$ cat src/rtl/pkt_rate_meter.sv
// Packet/byte rate meter: counts matching descriptors over a programmable window and reports once per window.
// Optional inter-arrival gap statistics are enabled with `define PKT_GAP_STATS_EN.
module pkt_rate_meter #(
    parameter int C_LENTH_WIDTH   = 16,
    parameter int C_ID_WIDTH      = 16,
    parameter int C_COUNTER_WIDTH = 20,
    parameter int C_PD_WIDTH      = 32
) (
    input  logic                       clk,
    input  logic                       reset,
    input  logic                       valid,
    input  logic [C_LENTH_WIDTH-1:0]   lenth_Data,
    input  logic [C_ID_WIDTH-1:0]      ID_Data,
    input  logic [C_ID_WIDTH-1:0]      cfg_id,
    input  logic                       cfg_match_all,
    input  logic                       start,
    input  logic [C_COUNTER_WIDTH-1:0] window_clks,
    output logic                       busy,
    output logic                       rpt_valid,
    input  logic                       rpt_ready,
    output logic [C_COUNTER_WIDTH-1:0] rpt_pkts,
    output logic [C_PD_WIDTH-1:0]      rpt_bytes,
    output logic                       rpt_sat
`ifdef PKT_GAP_STATS_EN
    ,
    output logic [C_COUNTER_WIDTH-1:0] rpt_gap_min,
    output logic [C_COUNTER_WIDTH-1:0] rpt_gap_max
`endif
);

    // state   | meaning
    // IDLE    | waiting for start with a non-zero window length
    // RUN     | window open, timer counting down, matches accumulated
    // REPORT  | report record held on rpt_* until rpt_ready

    typedef enum logic [1:0] {
        S_IDLE   = 2'd0,
        S_RUN    = 2'd1,
        S_REPORT = 2'd2
    } state_t;

    localparam logic [C_COUNTER_WIDTH-1:0] CNT_MAX = '1;
    localparam logic [C_COUNTER_WIDTH-1:0] CNT_ONE = {{(C_COUNTER_WIDTH-1){1'b0}}, 1'b1};
    localparam logic [C_PD_WIDTH-1:0]      PD_MAX  = '1;
    // Sum width covers both operands so a length wider than the accumulator is never truncated.
    localparam int SUM_W = ((C_PD_WIDTH > C_LENTH_WIDTH) ? C_PD_WIDTH : C_LENTH_WIDTH) + 1;

    state_t state, state_nxt;

    logic [C_COUNTER_WIDTH-1:0] timer;
    logic [C_COUNTER_WIDTH-1:0] pkts, pkts_nxt;
    logic [C_PD_WIDTH-1:0]      bytes, bytes_nxt;
    logic                       sat, sat_nxt;
    logic [SUM_W-1:0]           sum_wide;
    logic                       match, run_match, start_ok, last_cycle;

    assign match      = valid & (cfg_match_all | (ID_Data == cfg_id));
    assign run_match  = (state == S_RUN) & match;
    assign start_ok   = (state == S_IDLE) & start & (window_clks != '0);
    assign last_cycle = (state == S_RUN) & (timer == CNT_ONE);
    assign sum_wide   = SUM_W'(bytes) + SUM_W'(lenth_Data);

    always_ff @(posedge clk or posedge reset) begin
        if (reset) begin
            state <= S_IDLE;
        end else begin
            state <= state_nxt;
        end
    end

    always_comb begin
        state_nxt = state;
        case (state)
            S_IDLE:   if (start_ok)   state_nxt = S_RUN;
            S_RUN:    if (last_cycle) state_nxt = S_REPORT;
            S_REPORT: if (rpt_ready)  state_nxt = S_IDLE;
            default:                  state_nxt = S_IDLE;
        endcase
    end

    always_comb begin
        busy      = (state != S_IDLE);
        rpt_valid = (state == S_REPORT);
    end

    always_comb begin
        pkts_nxt  = pkts;
        bytes_nxt = bytes;
        sat_nxt   = sat;
        if (run_match) begin
            if (pkts != CNT_MAX) begin
                pkts_nxt = pkts + CNT_ONE;
            end
            if (sum_wide > SUM_W'(PD_MAX)) begin
                bytes_nxt = PD_MAX;
            end else begin
                bytes_nxt = sum_wide[C_PD_WIDTH-1:0];
            end
            // A counter sitting at all-ones counts as saturated.
            if ((pkts_nxt == CNT_MAX) || (bytes_nxt == PD_MAX)) begin
                sat_nxt = 1'b1;
            end
        end
    end

    always_ff @(posedge clk or posedge reset) begin
        if (reset) begin
            timer     <= '0;
            pkts      <= '0;
            bytes     <= '0;
            sat       <= 1'b0;
            rpt_pkts  <= '0;
            rpt_bytes <= '0;
            rpt_sat   <= 1'b0;
        end else begin
            if (start_ok) begin
                timer <= window_clks;
                pkts  <= '0;
                bytes <= '0;
                sat   <= 1'b0;
            end else if (state == S_RUN) begin
                timer <= timer - CNT_ONE;
                pkts  <= pkts_nxt;
                bytes <= bytes_nxt;
                sat   <= sat_nxt;
            end
            if (last_cycle) begin
                rpt_pkts  <= pkts_nxt;
                rpt_bytes <= bytes_nxt;
                rpt_sat   <= sat_nxt;
            end
        end
    end

`ifdef PKT_GAP_STATS_EN
    logic [C_COUNTER_WIDTH-1:0] gap_cnt, gap_meas;
    logic [C_COUNTER_WIDTH-1:0] gap_min, gap_min_nxt, gap_max, gap_max_nxt;
    logic                       gap_armed, gap_seen, gap_seen_nxt;

    assign gap_meas = (gap_cnt == CNT_MAX) ? CNT_MAX : (gap_cnt + CNT_ONE);

    always_comb begin
        gap_min_nxt  = gap_min;
        gap_max_nxt  = gap_max;
        gap_seen_nxt = gap_seen;
        if (run_match && gap_armed) begin
            gap_seen_nxt = 1'b1;
            if (gap_meas < gap_min) gap_min_nxt = gap_meas;
            if (gap_meas > gap_max) gap_max_nxt = gap_meas;
        end
    end

    // The first match of a window only arms the counter; later matches close a gap and restart it.
    always_ff @(posedge clk or posedge reset) begin
        if (reset) begin
            gap_cnt     <= '0;
            gap_armed   <= 1'b0;
            gap_seen    <= 1'b0;
            gap_min     <= '0;
            gap_max     <= '0;
            rpt_gap_min <= '0;
            rpt_gap_max <= '0;
        end else begin
            if (start_ok) begin
                gap_cnt   <= '0;
                gap_armed <= 1'b0;
                gap_seen  <= 1'b0;
                gap_min   <= CNT_MAX;
                gap_max   <= '0;
            end else if (state == S_RUN) begin
                gap_min  <= gap_min_nxt;
                gap_max  <= gap_max_nxt;
                gap_seen <= gap_seen_nxt;
                if (run_match) begin
                    gap_cnt   <= '0;
                    gap_armed <= 1'b1;
                end else if (gap_armed) begin
                    gap_cnt <= gap_meas;
                end
            end
            if (last_cycle) begin
                rpt_gap_min <= gap_seen_nxt ? gap_min_nxt : '0;
                rpt_gap_max <= gap_seen_nxt ? gap_max_nxt : '0;
            end
        end
    end
`endif

endmodule

$ cat config.mk
export PLATFORM = sky130hd
export DESIGN_NAME = pkt_rate_meter
export DESIGN_NICKNAME = d
export VERILOG_FILES = /design/src/rtl/pkt_rate_meter.sv
export SDC_FILE = /design/constraint.sdc
export NUM_CORES = 1
export LEC_CHECK = 0
export ABC_AREA = 1
export BUFFER_PORTS_ARGS = -buffer_cell sky130_fd_sc_hd__buf_2
export CAP_MARGIN = 15
export CORE_MARGIN = 2
export CORE_UTILIZATION = 33
export CTS_CLUSTER_SIZE = 25
export DETAILED_ROUTE_END_ITERATION = 10
export GPL_TIMING_DRIVEN = 0
export HOLD_SLACK_MARGIN = 0.06
export PLACE_DENSITY_LB_ADDON = 0.2
export SLEW_MARGIN = 20
export SYNTH_ARGS = -nofsm -noshare
export SYNTH_HDL_FRONTEND = slang
export SYNTH_SLANG_ARGS = --single-unit
$ cat constraint.sdc
create_clock -name clk -period 5.2 [get_ports clk]
set_clock_uncertainty 0.1 [all_clocks]
set_input_delay 0.52 -clock clk [delete_from_list [all_inputs] [get_ports clk]]
set_output_delay 0.52 -clock clk [all_outputs]
set_load 0.005 [all_outputs]
Word level (Yosys, flattened, before mapping)
Index checks and enable logic that the tools add are counted.
- bits in registers: 128
- add/subtract/negate cells: 3
- magnitude comparators: 1
- eq/ne operators: 10
- mux-type cells: 20
- bitwise gates (word level): 6
- reduce and logical (&&, ||, !) cells: 6
- operators with widths (kind ; count):
    $mux W32 ; 5
    $mux W20 ; 7
    $add A32 B16 Y33 ; 1
    $gt A33 B32 Y1 const B ; 1
    $eq A32 B32 Y1 const B ; 1
    $add A20 B1 Y20 const B ; 1
    $eq A20 B1 Y1 const B ; 1
    $eq A20 B20 Y1 const B ; 1
    $ne A20 B20 Y1 const B ; 1
    $reduce_bool A20 Y1 ; 1
    $sub A20 B1 Y20 const B ; 1
    $eq A16 B16 Y1 ; 1
    $mux W2 ; 3
    $pmux W2 S3 ; 1
    $and A1 B1 Y1 ; 5
    $mux W1 ; 4
    $ne A2 B2 Y1 const B ; 2
    $reduce_bool A2 Y1 ; 2
    $reduce_and A3 Y1 ; 1
    $eq A2 B1 Y1 const B ; 1
    $eq A2 B2 Y1 const B ; 1
    $logic_not A2 Y1 ; 1
    $ne A2 B1 Y1 const B ; 1
    $logic_or A1 B1 Y1 ; 1
    $or A1 B1 Y1 ; 1

Depth between registers and ports, before layout
- depth in word-level cells: 11
- gate-level depth with buffers: 22

Worst setup path before layout
Ideal clock, no wire load.
- kind: input port to flip-flop
- start point: in lenth_Data[0]
- end point: reg rpt_sat
- setup time: 0.065 ns
- arrival time: 2.368 ns
- data required time: 5.035 ns
- setup slack: 2.667 ns
- stages on the path: 22
- path buffers: 0
- cell sequence: ha_1 -> inv_1 -> fa_1 -> inv_1 -> nand2_1 -> nand2_1 -> nand3_1 -> nand2_1 -> nand2_1 -> nand2_1 -> nand2_1 -> nand2_1 -> nand2_1 -> nor2_1 -> nand2_1 -> nor2_2 -> nand3_1 -> nand3_1 -> nand2_1 -> nand2_1 -> nand2_1 -> nand2_1
- cells in the longest elaborated chain, start to end: 8
- RTL lines (what ; RTL line ; RTL):
    start: declaration ; 12 ; input logic [C_LENTH_WIDTH-1:0] lenth_Data,
    $add A32 B16 Y33 * ; 61 ; assign sum_wide = SUM_W'(bytes) + SUM_W'(lenth_Data);
    $gt A33 B32 Y1 ; 94 ; if (sum_wide > SUM_W'(PD_MAX)) begin
    $mux W32 * ; 94 ;
    $mux W32 * ; 90 ; if (run_match) begin
    $eq A32 B32 Y1 * ; 100 ; if ((pkts_nxt == CNT_MAX) || (bytes_nxt == PD_MAX)) begin
    $logic_or A1 B1 Y1 * ; 100 ;
    $mux W1 * ; 100 ;
    $mux W1 * ; 90 ;
    end signal: assignment ; 130 ; rpt_sat <= sat_nxt;
    end: declaration ; 23 ; output logic rpt_sat
Every way passes the cells marked *; elsewhere a longest branch is shown, timed or not. The select of a mux whose other input is x is not followed.
A chain may end at the register's enable or synchronous reset.

Worst setup path after layout
- start point: reg bytes[0]
- end point: reg rpt_sat
- cells in the longest elaborated chain, start to end: 8
- RTL lines (what ; RTL line ; RTL):
    start: declaration ; 52 ; logic [C_PD_WIDTH-1:0] bytes, bytes_nxt;
    start signal: assignment ; 124 ; bytes <= bytes_nxt;
    $add A32 B16 Y33 * ; 61 ;
    $gt A33 B32 Y1 ; 94 ;
    $mux W32 * ; 94 ;
    $mux W32 * ; 90 ;
    $eq A32 B32 Y1 * ; 100 ;
    $logic_or A1 B1 Y1 * ; 100 ;
    $mux W1 * ; 100 ;
    $mux W1 * ; 90 ;
Marks and branches as above.

==> run_results.csv <==
group,metric,value,unit
yosys,synth_ff_type,"dfrtp_1",
clocking,cts_made_buffers,17,
power_and_ir_drop,power_leakage,4.94,nW
setup_path,cp-end-kind,"register",
floorplanning,die_area,26700,um^2
grt,antenna_found_initial,0,
hold_path,min_path_cells,2,
yosys,yosysSeqAreaShare,38.2,%
sta,max_freq,329,MHz
power_and_ir_drop,vdd_ir_drop_max,0.000231,V
clocking,hold_buffers,1,
clocking,cts_tree,"yes",
placement,io_buffers,128,
floorplanning,core_area,25000,um^2
sta,rsz0062_at_grt,"no",
setup_path,path_max_fanout,4,
run_status,outcome,"complete, no violations",
grt,grt_overflow_total,0,
setup_path,critical_path.cell_chain,"ha_1, inv_1, fa_1, inv_1, nand2_1, nand2_1, nand3_1, nand2_1, nand2_1, nand2_1, nand2_1, nand2_1, nand2_1, nor2_1, nand2_1, nor2_2, nand3_1, nand3_1, nand2_1, nand2_1, nand2_1, nand2_1",
floorplanning,rows,58,
clocking,clk_pin_slew_worst_paths,0.06,ns
yosys,syn_avg_cell_area,7.03,um^2
setup_path,r2r-end,"rpt_sat",
yosys,ys_ff_latch,128,
power_and_ir_drop,fin_total_pwr,4.68,mW
final_layout,regArea,3200,um^2
setup_path,ff2ff_path_depth,22,
setup_path,rrSetupSlack,2.16,ns
grt,grt_usage,19.5,%
sta,holdWs,0.168,ns
setup_path,arrival,3.30,ns
final_layout,fillerInstances,2683,
yosys,yosysUniqueCellTypes,48,
setup_path,critPathKind,"reg2reg",
sta,drv_slew,0,
route,drc,0,
clocking,cts_root_buffer,"clkbuf_16",
final_layout,diodes,0,
floorplanning,die_x,163,um
hold_path,min_path_type,"in2reg",
grt,grt_pass1_wl,40700,um
final_layout,nets,1436,
placement,place_congestion,0.885,
sta,relSlewSlack,49.5,%
yosys,synth_cells,1193,
final_layout,layout-drive-gt1-share,17.9,%
setup_path,cp_slowest_cell,"fa_1",
placement,place_hpwl,20100,um
hold_path,min_to,"state[1]",
sta,post-route-period-util,58.5,%
route,drt.antenna.violating_nets,0,
power_and_ir_drop,p_per_area,465,nW/um^2
route,avgViaCountPerCell,4.87,
route,drt_pre_antenna_iters,5,
setup_path,start_kind,"register",
flow_run,cap_violations,0,
route,initialDrtViolationCount,579,
route,routed_wl,25200,um
sta,final-hold-violation-count,0,
sta,fin_crit,3.04,ns
setup_path,path_common_cell,"nand2_1",
yosys,syn_area,8390,um^2
sta,tightest_slew,0.758,ns
placement,place_inst,1652,
yosys,syn-num-nets,1287,
setup_path,cp_data_required_time,5.46,ns
final_layout,multi_input_area,4410,um^2
setup_path,crit_buf_inv,2,
sta,setup_viol,0,
sta,tns,0,ns
clocking,cts.sinks,128,
floorplanning,io_pins,129,
yosys,async_reset_ff_share,100,%
grt,first_global_vias,7916,
grt,grt_max_degree,68,
final_layout,fin_cells,1685,
clocking,clock_latency,0.42,ns
clocking,cts_resized,0,
route,wl_per_cell,15.0,um
clocking,cts_buffer_depth,2,
hold_path,min-delay-start,"rpt_ready",
setup_path,slowest_delay,0.41,ns
yosys,synth-edff-count,0,
yosys,ys_warn_count,0,
setup_path,worst_r2r_startpoint,"bytes[0]",
clocking,post_cts_buffers,0,
floorplanning,start_util,33.5,%
route,via_count,8212,
clocking,htreeDepth,4,
floorplanning,die_y,163,um
final_layout,syn_to_final_growth,19.8,%
setup_path,cpLargestDelayFamily,"simple AND/OR/NAND/NOR gates",
-- state kept, by name, indices dropped and copies added (netlist names) --
signal and count:
pkts 20, rpt_sat 1, rpt_pkts 20, timer 20, rpt_bytes 32, state 2
sat 1, bytes 32
-- worst max-delay path by stage --
stage	end	depth (start not counted)	startpoint
5_1_grt	rpt_sat	22	bytes[0]
3_5_place_dp	rpt_sat	23	lenth_Data[0]
2_1_floorplan	bytes[0]	1	reset
3_3_place_gp	bytes[26]	2	reset
4_1_cts	rpt_sat	22	bytes[0]
6_report	rpt_sat	22	bytes[0]
-- stage by stage --
step	setup slack, ns	cell area [um^2]	util [%]
2_1_floorplan	1.17	8390	-
3_3_place_gp	-0.496	9440	37.7
3_5_place_dp	1.90	9470	37.8
4_1_cts	2.14	10000	40.1
5_1_grt	1.86	10000	40.1
6_report	2.16	10000	40.1
-- area by class of cell --
type / instances / share of cell area [%]
Tap cell: 330 / 4.11
Sequential cell: 128 / 31.9
Inverter: 152 / 5.75
Timing Repair Buffer: 130 / 6.75
Buffer: 33 / 1.99
Clock buffer: 18 / 4.27
Clock inverter: 14 / 1.34
Multi-Input combinational cell: 880 / 43.9
-- cells in the mapped netlist (2+ instances only) --
cell type  instances  area (um^2)
o211ai_1           9         67.6
clkbuf_2           4         20.0
buf_2              5         25.0
nand3b_1           8         60.1
dfrtp_1          128         3200
nand2_1          351         1320
buf_4              2         15.0
clkbuf_1          15         56.3
o22ai_1           21          131
xnor2_1           12          105
o21ai_1           46          230
o221ai_1           3         26.3
clkinv_1           3         11.3
nor3_2             7         70.1
clkbuf_8           2         27.5
ha_1              19          238
nor2_2            16          100
inv_1            141          529
a21oi_1           10         50.1
nand4_1           25          156
buf_6              5         56.3
nor2_4             6         67.6
nor4_1            10         62.6
xor2_1            21          184
inv_2              8         30.0
nand3_1           80          400
or2_1              2         12.5
nand3_2            5         50.1
nor2_1           129          484
o21ai_0           58          290
o311ai_0           5         43.8
nor3_1             6         30.0
nand2_2           16          100
-- worst register-to-register path, cell delays in order, from the launching register on --
cell	delay, ns
dfrtp_1	0.36
ha_1	0.23
inv_1	0.07
fa_1	0.41
inv_1	0.13
nand2_1	0.08
nand2_1	0.13
nand3_1	0.11
nand2_1	0.15
nand2_1	0.09
nand2_1	0.10
nand2_1	0.06
nand2_1	0.14
nand2_1	0.09
nor2_1	0.09
nand2_1	0.07
nor2_2	0.09
nand3_1	0.12
nand3_1	0.12
nand2_1	0.08
nand2_1	0.06
nand2_1	0.05
nand2_1	0.05
-- logic make-up (layout without fill, tap and decap cells) --
group,count (synthesis),after routing,synth area share (%)
flip-flops,128,128,38.2
XOR/XNOR,33,33,3.45
AND/OR/NAND/NOR,668,668,35.4
buffers and inverters,185,347,9.19
AO/OA/AOI/OAI,159,159,10.7
adder cells (fa/ha/maj),20,20,3.07
-- placed cells by master, fill, tap and decap left out, types with 17 or more instances in the layout --
master / synthesis / layout
buf_2: 5 / 133
clkbuf_16: 0 / 17
dfrtp_1: 128 / 128
ha_1: 19 / 19
inv_1: 141 / 140
nand2_1: 351 / 351
nand3_1: 80 / 80
nand4_1: 25 / 25
nor2_1: 129 / 129
o21ai_0: 58 / 58
o21ai_1: 46 / 46
o22ai_1: 21 / 21
xor2_1: 21 / 21
-- per-layer routing --
| layer | wire (um) | global-route usage, % |
|---|---|---|
| met1 | 11600 | 25.3 |
| met2 | 12400 | 33.9 |
| met3 | 996 | 2.84 |
| met4 | 274 | 4.95 |
| met5 | 0 | 0 |
-- power breakdown --
group	internal, mW	leakage, nW	switching (mW)
sequential	1.24	1.34	0.280
clock	0.663	0.257	0.482
combinational	0.680	3.35	1.33
Power figures use the tool's default switching activity.
